`config.mk`:
```
export PLATFORM = sky130hd
export DESIGN_NAME = line_walker
export DESIGN_NICKNAME = d
export VERILOG_FILES = /design/src/rtl/line_walker.sv
export SDC_FILE = /design/constraint.sdc
export NUM_CORES = 1
export LEC_CHECK = 0
export ABC_AREA = 0
export CAP_MARGIN = 20
export CORE_ASPECT_RATIO = 1.75
export CORE_MARGIN = 2
export CORE_UTILIZATION = 55
export CTS_CLUSTER_DIAMETER = 50
export DETAILED_ROUTE_END_ITERATION = 6
export PLACE_DENSITY_LB_ADDON = 0.05
export SYNTH_ARGS = -nofsm -noshare
export SYNTH_HDL_FRONTEND = slang
export SYNTH_SLANG_ARGS = --single-unit
export TNS_END_PERCENT = 30
```
`constraint.sdc`:
```
create_clock -name clk -period 8.4 [get_ports clk]
set_clock_uncertainty 0.1 [all_clocks]
set_input_delay 1.26 -clock clk [delete_from_list [all_inputs] [get_ports clk]]
set_output_delay 1.26 -clock clk [all_outputs]
set_load 0.02 [all_outputs]
```
`src/rtl/line_walker.sv`:
```
// line_walker: all-octant integer Bresenham line generator. It emits one
// pixel per valid/ready handshake, from (x0,y0) through (x1,y1) inclusive.
module line_walker #(
    parameter int CW = 16
) (
    input  logic          clk,
    input  logic          rst,
    input  logic          start,
    input  logic [CW-1:0] x0,
    input  logic [CW-1:0] y0,
    input  logic [CW-1:0] x1,
    input  logic [CW-1:0] y1,
    input  logic          abort,
    output logic          busy,
    output logic          pix_valid,
    input  logic          pix_ready,
    output logic [CW-1:0] pix_x,
    output logic [CW-1:0] pix_y,
    output logic          pix_last,
    output logic          done
);

    typedef enum logic [1:0] {
        IDLE  = 2'd0,
        SETUP = 2'd1,
        STEP  = 2'd2
    } state_t;

    state_t r_state, w_state_nxt;

    logic [CW-1:0]        r_x0, r_y0, r_x1, r_y1;
    logic [CW:0]          r_dx, r_dy;
    logic                 r_sx_neg, r_sy_neg;
    logic signed [CW+1:0] r_err;
    logic [CW-1:0]        r_x, r_y;
    logic                 r_last, r_valid, r_busy, r_done;

    logic [CW-1:0]        w_x0_nxt, w_y0_nxt, w_x1_nxt, w_y1_nxt;
    logic [CW:0]          w_dx_nxt, w_dy_nxt;
    logic                 w_sx_neg_nxt, w_sy_neg_nxt;
    logic signed [CW+1:0] w_err_nxt;
    logic [CW-1:0]        w_x_nxt, w_y_nxt;
    logic                 w_last_nxt, w_valid_nxt, w_busy_nxt, w_done_nxt;

    logic [CW:0]          w_dx_abs, w_dy_abs;
    logic signed [CW+1:0] w_err_init;
    logic signed [CW+2:0] w_e2, w_dx_s, w_dy_s, w_sub, w_add, w_err_wide;
    logic                 w_step_x, w_step_y, w_hs;
    logic [CW-1:0]        w_x_walk, w_y_walk;

    // Setup arithmetic works on the captured endpoints, not the live inputs.
    always_comb begin
        w_dx_abs   = (r_x1 >= r_x0) ? ({1'b0, r_x1} - {1'b0, r_x0})
                                    : ({1'b0, r_x0} - {1'b0, r_x1});
        w_dy_abs   = (r_y1 >= r_y0) ? ({1'b0, r_y1} - {1'b0, r_y0})
                                    : ({1'b0, r_y0} - {1'b0, r_y1});
        w_err_init = $signed({1'b0, w_dx_abs}) - $signed({1'b0, w_dy_abs});
    end

    // Step decision: both tests use the old error term; their updates add up.
    always_comb begin
        w_dx_s     = $signed({2'b00, r_dx});
        w_dy_s     = $signed({2'b00, r_dy});
        w_e2       = $signed({r_err, 1'b0});
        w_step_x   = (w_e2 > -w_dy_s);
        w_step_y   = (w_e2 < w_dx_s);
        w_sub      = w_step_x ? w_dy_s : '0;
        w_add      = w_step_y ? w_dx_s : '0;
        w_err_wide = $signed({r_err[CW+1], r_err}) - w_sub + w_add;
        w_x_walk   = w_step_x ? (r_sx_neg ? r_x - CW'(1) : r_x + CW'(1)) : r_x;
        w_y_walk   = w_step_y ? (r_sy_neg ? r_y - CW'(1) : r_y + CW'(1)) : r_y;
        w_hs       = r_valid && pix_ready;
    end

    always_comb begin
        w_state_nxt  = r_state;
        w_x0_nxt     = r_x0;
        w_y0_nxt     = r_y0;
        w_x1_nxt     = r_x1;
        w_y1_nxt     = r_y1;
        w_dx_nxt     = r_dx;
        w_dy_nxt     = r_dy;
        w_sx_neg_nxt = r_sx_neg;
        w_sy_neg_nxt = r_sy_neg;
        w_err_nxt    = r_err;
        w_x_nxt      = r_x;
        w_y_nxt      = r_y;
        w_last_nxt   = r_last;
        w_valid_nxt  = r_valid;
        w_busy_nxt   = r_busy;
        w_done_nxt   = 1'b0;

        case (r_state)
            IDLE: begin
                if (start) begin
                    w_x0_nxt    = x0;
                    w_y0_nxt    = y0;
                    w_x1_nxt    = x1;
                    w_y1_nxt    = y1;
                    w_busy_nxt  = 1'b1;
                    w_state_nxt = SETUP;
                end
            end
            SETUP: begin
                w_dx_nxt     = w_dx_abs;
                w_dy_nxt     = w_dy_abs;
                w_sx_neg_nxt = (r_x1 < r_x0);
                w_sy_neg_nxt = (r_y1 < r_y0);
                w_err_nxt    = w_err_init;
                w_x_nxt      = r_x0;
                w_y_nxt      = r_y0;
                w_last_nxt   = (r_x0 == r_x1) && (r_y0 == r_y1);
                w_valid_nxt  = 1'b1;
                w_state_nxt  = STEP;
            end
            STEP: begin
                if (w_hs) begin
                    if (r_last) begin
                        w_valid_nxt = 1'b0;
                        w_busy_nxt  = 1'b0;
                        w_done_nxt  = 1'b1;
                        w_state_nxt = IDLE;
                    end else begin
                        w_err_nxt  = w_err_wide[CW+1:0];
                        w_x_nxt    = w_x_walk;
                        w_y_nxt    = w_y_walk;
                        w_last_nxt = (w_x_walk == r_x1) && (w_y_walk == r_y1);
                    end
                end
            end
            default: begin
                w_valid_nxt = 1'b0;
                w_busy_nxt  = 1'b0;
                w_state_nxt = IDLE;
            end
        endcase

        // Abort overrides any handshake or completion in the same cycle.
        if (abort && (r_state != IDLE)) begin
            w_valid_nxt = 1'b0;
            w_busy_nxt  = 1'b0;
            w_done_nxt  = 1'b0;
            w_state_nxt = IDLE;
        end
    end

    always_ff @(posedge clk or posedge rst) begin
        if (rst) begin
            r_state  <= IDLE;
            r_x0     <= '0;
            r_y0     <= '0;
            r_x1     <= '0;
            r_y1     <= '0;
            r_dx     <= '0;
            r_dy     <= '0;
            r_sx_neg <= 1'b0;
            r_sy_neg <= 1'b0;
            r_err    <= '0;
            r_x      <= '0;
            r_y      <= '0;
            r_last   <= 1'b0;
            r_valid  <= 1'b0;
            r_busy   <= 1'b0;
            r_done   <= 1'b0;
        end else begin
            r_state  <= w_state_nxt;
            r_x0     <= w_x0_nxt;
            r_y0     <= w_y0_nxt;
            r_x1     <= w_x1_nxt;
            r_y1     <= w_y1_nxt;
            r_dx     <= w_dx_nxt;
            r_dy     <= w_dy_nxt;
            r_sx_neg <= w_sx_neg_nxt;
            r_sy_neg <= w_sy_neg_nxt;
            r_err    <= w_err_nxt;
            r_x      <= w_x_nxt;
            r_y      <= w_y_nxt;
            r_last   <= w_last_nxt;
            r_valid  <= w_valid_nxt;
            r_busy   <= w_busy_nxt;
            r_done   <= w_done_nxt;
        end
    end

    assign busy      = r_busy;
    assign pix_valid = r_valid;
    assign pix_x     = r_x;
    assign pix_y     = r_y;
    assign pix_last  = r_last;
    assign done      = r_done;

endmodule
```
* Word-level counts from Yosys, hierarchy flattened
Cells that the tools add are included.
Widths: inputs -> output; s select.
** Storage, ports and cells
- Register bits :: 156
- Input bits :: 69
- Output and inout port bits :: 36
- Word-level logic and storage cells :: 96
** Operators by class
- Add/subtract/negate cells :: 12
- Magnitude comparators :: 6
- Equality and inequality tests :: 13
- Multiplexer cells :: 36
- Reduce and logical (&&, ||, !) cells :: 13
** Operators by type and width (number)
- $mux 16 :: 8
- $mux 17 :: 4
- $sub 16x16->17 :: 4
- $eq 16x16->1 :: 4
- $pmux 16 s2 :: 2
- $mux 18 :: 2
- $pmux 18 s2 :: 1
- $add 16x1->16 const B :: 2
- $ge 16x16->1 :: 2
- $lt 16x16->1 :: 2
- $sub 16x1->16 const B :: 2
- $gt 19x19->1 :: 1
- $lt 19x18->1 :: 1
- $neg 17->19 :: 1
- $add 18x18->18 :: 1
- $sub 17x17->18 :: 1
- $sub 18x18->18 :: 1
- $mux 1 :: 11
- $ne 3x3->1 const B :: 3
- $reduce_and 3->1 :: 3
- $mux 2 :: 4
- $ne 2x2->1 const B :: 4
- $pmux 1 s3 :: 2
- $pmux 2 s3 :: 1
- 8 further kinds :: 13

* Longest topological paths before layout
Gate-level depths: netlist (run 1).
- Word-level depth :: 8
- Gate-level depth with buffers :: 28

* Worst setup path after synthesis (run 1)
OpenSTA, ideal clock, no wires.
- Kind :: register -> register
- Start point :: register r_dy[2]
- End point :: register r_err[14]
- Arrival :: 6.029 ns
- Path slack :: 2.140 ns
- Stages on the path, launching flop included :: 28
- Path buffers :: 2
- Clock period less this slack :: 6.260 ns
- Cells stage by stage :: dfrtp_1 > or4_1 > nor3_1 > nand3_1 > nor4_1 > xor2_1 > ha_1 > and3_1 > nand4_1 > nor4_2 > a31oi_1 > a31o_2 > clkbuf_1 > clkbuf_1 > and2_1 > fa_1 > inv_1 > ha_1 > nor2b_1 > o21ai_0 > nand2b_1 > a21o_1 > a31oi_1 > o211ai_1 > and2_1 > a21o_1 > a211oi_1 > o21ai_0
** Between the ends
- Cells in the longest elaborated chain, start to end :: 8
** RTL lines
- from (decl) :: RTL line 32 : logic [CW:0] r_dx, r_dy;
- from (signal assigned) :: RTL line 172 : r_dy <= w_dy_nxt;
- $neg 17->19 :: RTL line 65 : w_step_x = (w_e2 > -w_dy_s);
- $gt 19x19->1 :: RTL line 65
- $mux 17 * :: RTL line 67 : w_sub = w_step_x ? w_dy_s : '0;
- $sub 18x18->18 * :: RTL line 69 : w_err_wide = $signed({r_err[CW+1], r_err}) - w_sub + w_add;
- $add 18x18->18 * :: RTL line 69
- $mux 18 * :: RTL line 118 : if (r_last) begin
- $mux 18 * :: RTL line 117 : if (w_hs) begin
- $pmux 18 s2 * :: RTL line 93 : case (r_state)
- to (signal assigned) :: RTL line 175 : r_err <= w_err_nxt;
- to (decl) :: RTL line 34 : logic signed [CW+1:0] r_err;
Every way passes the cells marked *; elsewhere a longest branch is shown, timed or not. The select of a mux whose other input is x is not followed.
A chain may end at the register's enable or synchronous reset.

* Worst setup path after layout (run 1)
Same ends and word-level chain as after synthesis.

==> results of run 1 <==
==> flip-flops by register name (all words and copies together), names as in the netlist <==
signal,count
r_dx,17
r_dy,17
r_y0,16
r_x0,16
r_x1,16
r_y1,16
pix_y,16
r_sx_neg,1
done,1
r_state,2
pix_valid,1
r_err,18
r_sy_neg,1
pix_last,1
busy,1
pix_x,16
==> worst max-delay path, cell delays in order (launching register included) <==
cell and delay [ns]:
dfrtp_1 0.43, or4_1 0.59, nor3_1 0.39, nand3_1 0.28
nor3_1 0.24, ha_1 0.42, and3_1 0.26, nand4_1 0.22
nor4_2 0.47, a31oi_1 0.12, a31o_2 0.51, and2_1 0.29
fa_1 0.50, inv_1 0.05, ha_1 0.31, nor2b_1 0.15
o21ai_0 0.15, nand2b_1 0.11, a21o_1 0.22, a31oi_1 0.37
o211ai_1 0.27, and2_1 0.24, a21o_1 0.18, a211oi_1 0.22
o21ai_0 0.11
==> synthesized netlist by cell type, types with 44 or more instances <==
cell      number  area, um2
xnor2_1       67        587
nor2_1       118        443
nor3_1        45        225
o21ai_0      156        781
xor2_1        44        385
nand2_1      209        785
dfrtp_1      156       3900
clkbuf_1      60        225
a21o_1        53        398
a21oi_1      143        716
ha_1         162       2030
nand3_1       48        240
inv_1        174        653
==> area by class of cell <==
type / instances / area (um2)
multi-input cells: 1525 / 10800
fillers: 2609 / 10500
flip-flops and latches: 156 / 3900
repair buffers: 116 / 1130
inverters: 174 / 658
well taps: 373 / 467
clock buffers: 19 / 453
clock inverters: 13 / 140
==> path summary, 6_finish.rpt <==
| check | slack, ns | end | startpoint | cells past startpoint |
|---|---|---|---|---|
| max | 1.06 | r_err[14]$_DFFE_PP0P_ | r_dy[2]$_DFFE_PP0P_ | 24 |
| min in group asynchronous | 1.21 | r_err[3]$_DFFE_PP0P_ | rst | 2 |
| max reg2reg | 1.06 | r_err[14]$_DFFE_PP0P_ | r_dy[2]$_DFFE_PP0P_ | 24 |
| min reg2reg | 0.39 | busy$_DFFE_PP0P_ | busy$_DFFE_PP0P_ | 1 |
| max in group asynchronous | 5.54 | pix_y[7]$_DFFE_PP0P_ | rst | 3 |
| min | 0.39 | busy$_DFFE_PP0P_ | busy$_DFFE_PP0P_ | 1 |
==> metal layers <==
metal  up-vias  wire length, um  global-route usage  part of all wire
met5         -                0                   0                 0
met3       139             2310              0.0477             0.045
met2       489            26200               0.620              0.51
met4         0             2990               0.207             0.058
li1       6983                -                   -                 -
met1      7097            19900               0.383              0.39
==> cell families (layout without fill, tap and decap cells) <==
kind of cell	after synthesis	in the layout	share of synthesized area
adder cells (fa/ha/maj)	186	186	0.160
XOR/XNOR	117	117	0.0705
multiplexers	35	35	0.0245
buffers and inverters	256	322	0.0645
AND/OR/NAND/NOR	603	603	0.190
flip-flops	156	156	0.248
AO/OA/AOI/OAI	584	584	0.243
==> stage by stage <==
stage | util | instance area, um2
2_1_floorplan | - | 15700
3_5_place_dp | 0.605 | 17000
4_1_cts | 0.626 | 17600
5_1_grt | 0.626 | 17600
6_report | 0.626 | 17600
3_3_place_gp | 0.605 | 17000
==> impl_metrics.tcl, run 1 <==
set metrics [dict create \
    status "finished clean" \
    grt_remaining_overflow 0 \
    drtIter0Drc 985 \
    place_inst 2344 \
    rows 81 \
    drtAntennaViolNets 0 \
    grt_use_total 0.343 \
    vias 14700 \
    numClockSinks 156 \
    drt_wl_total_um 51400 \
    numCtsBuffers 17 \
    io_pins 105 \
    grt_max_degree 99 \
    final-max-slew-violation-count 0 \
    cts_buffer_depth 2 \
    hold_viol_final 0 \
    die_h_um 228 \
    coreArea_mm2 0.0281 \
    die_area_mm2 0.0300 \
    cts-root-buf "clkbuf_16" \
    die_x_um 132 \
    drive_gt1_frac 0.0544 \
    place.port_buffers 104 \
    clock_latency_ns 0.46 \
    setup_violations 0 \
    remaining_drc_errors 0 \
    synthArstFlopShare 1.00 \
    rsz0062_at_grt "false" \
    tns_ns 0 \
    final_common_cell "nand2_1" \
    hpwl_um 40200 \
    post-route-period-util 0.874 \
    post_cts_resized 0 \
    worstSetupStartpointType "flip-flop" \
    dr.pass1.iters 5 \
    hold_ws_ns 0.389 \
    synth_edf_count 0 \
    cts_tree "yes" \
    synth_nets 2192 \
    ys_types 108 \
    place_ws_ns 1.08 \
    seq_area_frac_synth 0.248 \
    area_growth_pct 11.8 \
    required_ns 8.64 \
    wl_per_cell_um 21.6 \
    maxClockFrequency_ghz 0.136 \
    final_cells 2376 \
    ys.flop_type "dfrtp_1" \
    maxSlewHeadroom 0.317 \
    worst_slack_ns 1.06 \
    layout_common_cells "209 x nand2_1, 173 x inv_1, 162 x ha_1" \
    cts_hold_buf 0 \
    syn_avg_cell_area_um2 8.11 \
    vias_per_cell 6.19 \
    syn_area_mm2 0.0157 \
    cts_setup_buffers 0 \
    worstPathMaxFanout 33 \
    ys_warn_count 0 \
    grt_pass1_wl_um 79400 \
    gp_congestion 0.962 \
    maxCapViolations 0 \
    clk_pin_slew_ns 0.07 \
    tightest_slew_ns 0.998 \
    htree_levels 4 \
    cp.arrival_ns 7.59 \
    final_nets 2245 \
    antenna_found_initial 0 \
    worstSetupEndpointType "flip-flop" \
    synthCells 1937 \
    ys_ff_latch 156 \
    min_period_ns 7.34 \
    n_antenna_cell 0 \
    crit_type "flip-flop to flip-flop" \
    start_util 0.560 \
    first_global_vias 14600 \
    hold_class "flip-flop to flip-flop" \
]
Power of run 1 is left out: the tool's default activity adds up to more than one toggle a clock period on the data nets, which glitch-free logic cannot reach.
==> inputs of run 2 (changes only) <==
HOLD_SLACK_MARGIN = 0.15   (was unset)
==> results of run 2 <==
The final DEF is identical to that of run 1; final timing and power are the same.
Power of run 2 is left out for the same reason.
